$ cat config.mk
export PLATFORM = sky130hd
export DESIGN_NAME = serial_add_ctrl
export DESIGN_NICKNAME = d
export VERILOG_FILES = /design/src/rtl/serial_add_pkg.sv /design/src/rtl/full_adder.sv /design/src/rtl/serial_add_ctrl.sv
export SDC_FILE = /design/constraint.sdc
export NUM_CORES = 1
export LEC_CHECK = 0
export ABC_AREA = 1
export CAP_MARGIN = 20
export CORE_AREA = 2 2 73 110
export CTS_BUF_LIST = sky130_fd_sc_hd__clkbuf_16
export DETAILED_ROUTE_END_ITERATION = 10
export DIE_AREA = 0 0 75 112
export GPL_ROUTABILITY_DRIVEN = 0
export PLACE_DENSITY = 0.86
export SYNTH_ARGS = -nofsm -noshare
export SYNTH_HDL_FRONTEND = slang
export SYNTH_HIERARCHICAL = 1
export SYNTH_SLANG_ARGS = --single-unit
$ cat constraint.sdc
create_clock -name clk -period 1.7 [get_ports clk]
set_input_delay 0.17 -clock clk [delete_from_list [all_inputs] [get_ports clk]]
set_output_delay 0.17 -clock clk [all_outputs]
set_load 0.005 [all_outputs]
$ cat src/rtl/serial_add_pkg.sv
// Shared types and helpers for the bit-serial adder controller.
// Imported by the controller and its testbench.
package serial_add_pkg;

  localparam int DEFAULT_WIDTH = 8;

  typedef enum logic [1:0] {
    IDLE = 2'd0,
    RUN  = 2'd1,
    DONE = 2'd2
  } state_e;

  // Ceiling log2, never below 1 so a counter always has at least one bit.
  function automatic int clog2(input int value);
    int r;
    r = 1;
    for (int i = 1; i < 32; i++) begin
      if ((1 << i) < value) r = i + 1;
    end
    return r;
  endfunction

endpackage

$ cat src/rtl/full_adder.sv
// Single-bit full adder cell; the only arithmetic element used by the
// serial add controller.
module full_adder (
  input  logic a,
  input  logic b,
  input  logic cin,
  output logic sum,
  output logic carry
);

  assign sum   = a ^ b ^ cin;
  assign carry = (a & b) | (cin & (a ^ b));

endmodule

$ cat src/rtl/serial_add_ctrl.sv
// Bit-serial adder controller: walks one full_adder over two WIDTH-bit
// operands, LSB first, one bit per clock, with a start/busy/done handshake.
//
// state | meaning
// IDLE  | waiting for start; last result held on sum/cout
// RUN   | one operand bit added per clock, busy high
// DONE  | result valid, done high for this one cycle; start relaunches
module serial_add_ctrl
  import serial_add_pkg::*;
#(
  parameter int WIDTH = DEFAULT_WIDTH
) (
  input  logic             clk,
  input  logic             rst,
  input  logic             start,
  input  logic [WIDTH-1:0] a,
  input  logic [WIDTH-1:0] b,
  input  logic             cin,
  output logic             busy,
  output logic             done,
  output logic [WIDTH-1:0] sum,
  output logic             cout
);

  localparam int CW = clog2(WIDTH);
  localparam logic [CW-1:0] CNT_LAST = CW'(WIDTH - 1);

  state_e           state_q, state_d;
  logic [WIDTH-1:0] a_sh_q, a_sh_d;
  logic [WIDTH-1:0] b_sh_q, b_sh_d;
  logic             carry_q, carry_d;
  logic [WIDTH-2:0] acc_q, acc_d;
  logic [CW-1:0]    cnt_q, cnt_d;
  logic [WIDTH-1:0] sum_q, sum_d;
  logic             cout_q, cout_d;

  logic             fa_sum;
  logic             fa_carry;
  logic [WIDTH-1:0] acc_shift;

  full_adder u_fa (
    .a    (a_sh_q[0]),
    .b    (b_sh_q[0]),
    .cin  (carry_q),
    .sum  (fa_sum),
    .carry(fa_carry)
  );

  // The accumulator keeps only the WIDTH-1 bits already produced; the new
  // bit enters at the top and the full word is complete on the last edge.
  assign acc_shift = {fa_sum, acc_q};

  always_comb begin
    state_d = state_q;
    a_sh_d  = a_sh_q;
    b_sh_d  = b_sh_q;
    carry_d = carry_q;
    acc_d   = acc_q;
    cnt_d   = cnt_q;
    sum_d   = sum_q;
    cout_d  = cout_q;

    unique case (state_q)
      IDLE, DONE: begin
        if (start) begin
          a_sh_d  = a;
          b_sh_d  = b;
          carry_d = cin;
          cnt_d   = '0;
          state_d = RUN;
        end else begin
          state_d = IDLE;
        end
      end

      RUN: begin
        acc_d   = acc_shift[WIDTH-1:1];
        carry_d = fa_carry;
        a_sh_d  = a_sh_q >> 1;
        b_sh_d  = b_sh_q >> 1;
        if (cnt_q == CNT_LAST) begin
          sum_d   = acc_shift;
          cout_d  = fa_carry;
          state_d = DONE;
        end else begin
          cnt_d = cnt_q + CW'(1);
        end
      end

      default: state_d = IDLE;
    endcase
  end

  always_ff @(posedge clk or posedge rst) begin
    if (rst) begin
      state_q <= IDLE;
      a_sh_q  <= '0;
      b_sh_q  <= '0;
      carry_q <= 1'b0;
      acc_q   <= '0;
      cnt_q   <= '0;
      sum_q   <= '0;
      cout_q  <= 1'b0;
    end else begin
      state_q <= state_d;
      a_sh_q  <= a_sh_d;
      b_sh_q  <= b_sh_d;
      carry_q <= carry_d;
      acc_q   <= acc_d;
      cnt_q   <= cnt_d;
      sum_q   <= sum_d;
      cout_q  <= cout_d;
    end
  end

  assign busy = (state_q == RUN);
  assign done = (state_q == DONE);
  assign sum  = sum_q;
  assign cout = cout_q;

endmodule

==> impl_metrics.json <==
{
  "dp.final_hpwl_um": 6430,
  "pwr-share-comb_pct": 35.6,
  "ys_warn_count": 6,
  "cts_buffers": 9,
  "slew_violations": 0,
  "timing.hold.ws_ps": 267,
  "syn-num-nets": 572,
  "dr.first_iter.drc_count": 321,
  "synth_area_leader_cell": "dfrtp_1",
  "grt_max_degree": 68,
  "ys.flop_type": "dfrtp_1",
  "overflow": 0,
  "layout_commonest_cell": "nand2_1",
  "finalSetupTns_ps": 0,
  "finalCriticalPeriod_ps": 1650,
  "switching_share_pct": 36.3,
  "finalHoldViolCount": 0,
  "die_area_um2": 8400,
  "avgSynthCellArea_um2": 7.07,
  "nets": 607,
  "crit_path_start_kind": "flip-flop",
  "fp-row-count": 39,
  "cp-end-kind": "output pin",
  "diodes": 0,
  "cp.arrival_ps": 1480,
  "grt_usage_pct": 24.8,
  "synth_enable_flop_cells": 0,
  "grt_pass1_vias": 3629,
  "io_pins": 31,
  "status": "finished, final reports clean",
  "start_util_pct": 52.1,
  "maxCapViolCount": 0,
  "p_leak_nw": 2.25,
  "max_freq_ghz": 0.605,
  "wl_per_cell_um": 13.3,
  "slew_headroom_pct": 76.4,
  "setup_viol_count_final": 0,
  "die_h_um": 112,
  "internal_power_mw": 4.25,
  "syn-cell-area_um2": 3890,
  "synth_seq_cells": 67,
  "area_growth_pct": 20.5,
  "routed_via_density": 5.31,
  "worstPathRequired_ps": 1530,
  "synth_top_area_share_pct": 43.1,
  "clockPowerShare_pct": 30.4,
  "dr.pass1.iters": 5,
  "pwr-share-seq_pct": 34.0,
  "synth-async-reset-ratio_pct": 100,
  "rsz0062_at_grt": "true",
  "syn_inst": 550,
  "yosysSeqAreaShare_pct": 43.1,
  "drc": 0,
  "worstSkewPairLatency_ps": 340,
  "port_buffers": 30,
  "hold_class": "in -> async",
  "crit_fanout": 4,
  "powerDensity_nw_per_um2": 1420,
  "htreeDepth": 3,
  "dieWidth_um": 75,
  "holdBufCountCts": 0,
  "period_share_pct": 97.2,
  "synthTopCellsByArea": "dfrtp_1 (43%), nand2_1 (17%), nand3_1 (10%)",
  "cts-root-buf": "clkbuf_16",
  "cts_buffer_depth": 2,
  "drive_gt1_share_pct": 11.2,
  "clkSlewWorstSetupHoldPaths_ps": 60,
  "grt_pass1_wl_um": 16200,
  "cts_sinks": 67,
  "antenna_found_initial": 0,
  "ys_types": 29,
  "critPathKind": "reg -> out",
  "ant_nets": 0,
  "worstMarginPinSlew_ps": 353,
  "cts_tree": "built",
  "wl_um": 9220,
  "core_um2": 7470,
  "switching_power_mw": 2.42,
  "skew_ps": 7.38,
  "peakVddDrop_uv": 1450,
  "most-common-layout-cells": "nand2_1 (171), nand3_1 (81), nor2_1 (70)",
  "num_vias": 3673
}
==> state kept, by name, summed over array words and instances (netlist names) <==
name	flops
cnt_q	32
a_sh_q	8
sum	8
state_q	2
carry_q	1
cout	1
acc_q	7
b_sh_q	8
==> final cells by class <==
cell class,instances,area (um2)
well taps,102,128
multi-input cells,409,1910
clock inverters,7,100
clock buffers,9,225
flip-flops and latches,67,1680
repair buffers,42,428
fillers,600,2780
inverters,56,214
==> synth_stat cells (3+ instances only) <==
cell	count
nand2_1	171
nand3_1	81
nor2_1	70
dfrtp_1	67
inv_1	54
o21ai_0	20
o211ai_1	10
nand2_2	9
or2_2	9
buf_2	8
nor2_2	7
o21ai_1	6
clkbuf_1	5
nor2_4	5
nor3_1	5
buf_6	3
o22ai_1	3
or2_1	3
==> path summary, 6_finish.rpt <==
| path | slack, ps | from | end | cells after the start |
|---|---|---|---|---|
| min in group clk | 430 | b[7] | b_sh_q[7]$_DFFE_PP0P_ | 3 |
| max reg2reg | 80 | cnt_q[0]$_DFFE_PP0P_ | cnt_q[0]$_DFFE_PP0P_ | 10 |
| min reg2reg | 490 | acc_q[2]$_DFFE_PP0P_ | acc_q[2]$_DFFE_PP0P_ | 2 |
| min | 270 | rst | b_sh_q[3]$_DFFE_PP0P_ | 3 |
| max in group asynchronous | 1150 | rst | cnt_q[5]$_DFFE_PP0P_ | 3 |
| max | 50 | state_q[1]$_DFFE_PP0P_ | busy | 4 |
==> power groups by stage <==
stage | sequential (mW) | combinational, mW | clock [mW]
6_report | 2.26 | 2.38 | 2.03
4_1_cts | 2.27 | 2.33 | 2.04
3_3_place_gp | 2.27 | 2.20 | 0
2_1_floorplan | 2.24 | 1.58 | 0
3_5_place_dp | 2.28 | 2.27 | 0
5_1_grt | 2.31 | 2.64 | 2.11
==> worst max-delay path, cell delays in order, from the launching register on <==
cell and delay (ps):
dfrtp_1 350, inv_1 70, nand2_1 100, inv_2 110
clkdlybuf4s50_1 500
==> per-layer routing <==
metal,wire (um),global-route usage [%],share of wire (%),vias to the layer above
met5,0,0,0,-
met2,4920,40.9,53,114
li1,-,-,-,1820
met4,320,12.1,3.5,0
met1,3560,29.1,39,1714
met3,420,6.15,4.6,25
==> logic make-up after synthesis <==
kind of cell / count (synthesis) / synth area share, %
fa+ha+maj: 2 / 0.837
compound gates: 43 / 6.79
flops: 67 / 43.1
buf+inv: 74 / 7.98
simple gates: 364 / 41.2
==> stage by stage <==
step                      instance area, um2  setup slack [ps]  instances  util [%]  power (mW)
after global routing                    4680             -24.2        692      62.7        7.06
final                                   4680              47.7        692      62.7        6.67
after CTS                               4660              35.3        691      62.5        6.64
after detailed placement                4340               128        675      58.1        4.55
after floorplan                         3890               275        550         -        3.81
after global placement                  4340               202        675      58.1        4.47
==> repair_timing <==
action	4_1_cts	5_1_grt
gates resized for setup	0	3
buffers inserted	0	1
setup endpoints to repair	0	22
Power figures use the tool's default switching activity.
==> edit: new RTL, same flow settings <==
Take the reset off `a_sh_q`, `b_sh_q` and `sum_q` and load them in a clocked block of their own.
--- a/src/rtl/serial_add_ctrl.sv
+++ b/src/rtl/serial_add_ctrl.sv
@@ -94,23 +94,23 @@
   always_ff @(posedge clk or posedge rst) begin
     if (rst) begin
       state_q <= IDLE;
-      a_sh_q  <= '0;
-      b_sh_q  <= '0;
       carry_q <= 1'b0;
       acc_q   <= '0;
       cnt_q   <= '0;
-      sum_q   <= '0;
       cout_q  <= 1'b0;
     end else begin
       state_q <= state_d;
-      a_sh_q  <= a_sh_d;
-      b_sh_q  <= b_sh_d;
       carry_q <= carry_d;
       acc_q   <= acc_d;
       cnt_q   <= cnt_d;
-      sum_q   <= sum_d;
       cout_q  <= cout_d;
     end
+  end
+
+  always_ff @(posedge clk) begin
+    a_sh_q <= a_sh_d;
+    b_sh_q <= b_sh_d;
+    sum_q  <= sum_d;
   end
 
   assign busy = (state_q == RUN);
Function: differs if rst is asserted again (counterexample within 10 cycles, from zero or initial values and one cycle with rst high); with rst held inactive, the same outputs for 10 cycles.
==> edit against the original RTL <==
The run now ends with setup timing left; highest routed layer unchanged; cell area is 7.8% higher; global-route usage is 3.7 points higher; cell count is 2.6% higher; routed wire length is 37% higher; largest power group unchanged; area after synthesis is 3.8% lower; power is 11% higher; register-to-register slack worse by 0.17 ns; worst setup slack worse by 0.13 ns; critical endpoint is now cnt_q[9]; clock skew is 0.00080 ns lower; critical path depth is 5 higher; sequential cell count stayed put.
==> edit: results (changes against the original RTL) <==
- Fill count: 518 (was 600)
- Synth Area in Adders: 0.870% (was 0.837%)
- Dominant cells by area after synthesis: dfrtp_1 29%, nand2_1 22%, edfxtp_1 19% (was dfrtp_1 43%, nand2_1 17%, nand3_1 10%)
- Complex-gate fraction of the synthesized area: 1.31% (was 6.79%)
- Delay-heaviest family, CP: simple AND/OR/NAND/NOR gates (was buffers and inverters)
- DRT iter0 DRCs: 627 (was 321)
- Crit path DAT: 2.07 ns (was 1.48 ns)
- Wire per inst: 17.8 um (was 13.3 um)
- Hold WS: 0.158 ns (was 0.267 ns)
- Max stage delay cell, worst path: dfrtp_2 (was clkdlybuf4s50_1)
- Cts repair resizes: 3 (was 0)
- Reg-to-Reg End: cnt_q[9] (was cnt_q[0])
- List of most frequent post-synthesis cells: 218 x nand2_1, 81 x nor2_1, 80 x nand3_1 (was 171 x nand2_1, 81 x nand3_1, 70 x nor2_1)
- Worst R2R Start: cnt_q[5] (was cnt_q[0])
- Final setup vio count: 41 (was 0)
- Library cells used by synthesis: 23 (was 29)
- Final net count: 625 (was 607)
- Final WL: 12600 um (was 9220 um)
- Total Routing Usage GR: 28.5% (was 24.8%)
- Pin count of the biggest net entering global routing: 44 (was 68)
- Violated checks: setup timing
- Maximum vdd ir drop: 1.63 mV (was 1.45 mV)
- Cells after Synth: 523 (was 550)
- First-pass detailed-route iteration total: 9 (was 5)
- Syn Nets: 545 (was 572)
- Setup slack at placement: -0.0474 ns (was 0.128 ns)
- Status: finished, violations left (was finished clean)
- Sum Neg Setup Slack: -1.78 ns (was 0 ns)
- Detail Placement HPWL: 7570 um (was 6430 um)
- Final WS setup: -0.0857 ns (was 0.0477 ns)
- Max incr delay on CP: 0.45 ns (was 0.50 ns)
- Vias in the first global route: 3796 (was 3629)
- Post-synth EDFFs: 24 (was 0)
- Post-DP Area: 4450 um2 (was 4340 um2)
- Placed cells: 685 (was 675)
- Leak pwr: 0.00235 uW (was 0.00225 uW)
## edit: changes by cell type after synthesis, sizes merged, moves of 6 or more
cell | before | now
nand2 | 180 | 221
o211ai | 10 | 0
o21ai | 27 | 6
edfxtp | 0 | 24
nor3 | 6 | 0
dfrtp | 67 | 43
inv | 55 | 35
## edit: where the power goes
part	total, uW	internal (uW)	switching (uW)
logic	2960	1200	1760
clock network	1950	1160	791
registers	2490	2240	254
total	7410	4600	2800
## edit: final cells by class
class	count	area, um2	area share, %
Clock buffer	9	225	4.46
Clock inverter	7	85.1	1.69
Inverter	36	145	2.87
Multi-Input combinational cell	406	1870	37.1
Sequential cell	67	1800	35.6
Tap cell	102	128	2.53
Timing Repair Buffer	83	795	15.7
## edit: layer usage
metal	global-route usage, %	vias up	wire [um]
met5	0	-	0
met4	17.6	0	1210
met3	7.24	121	961
met2	47.5	283	6250
met1	31.2	1863	4180
li1	-	1824	-
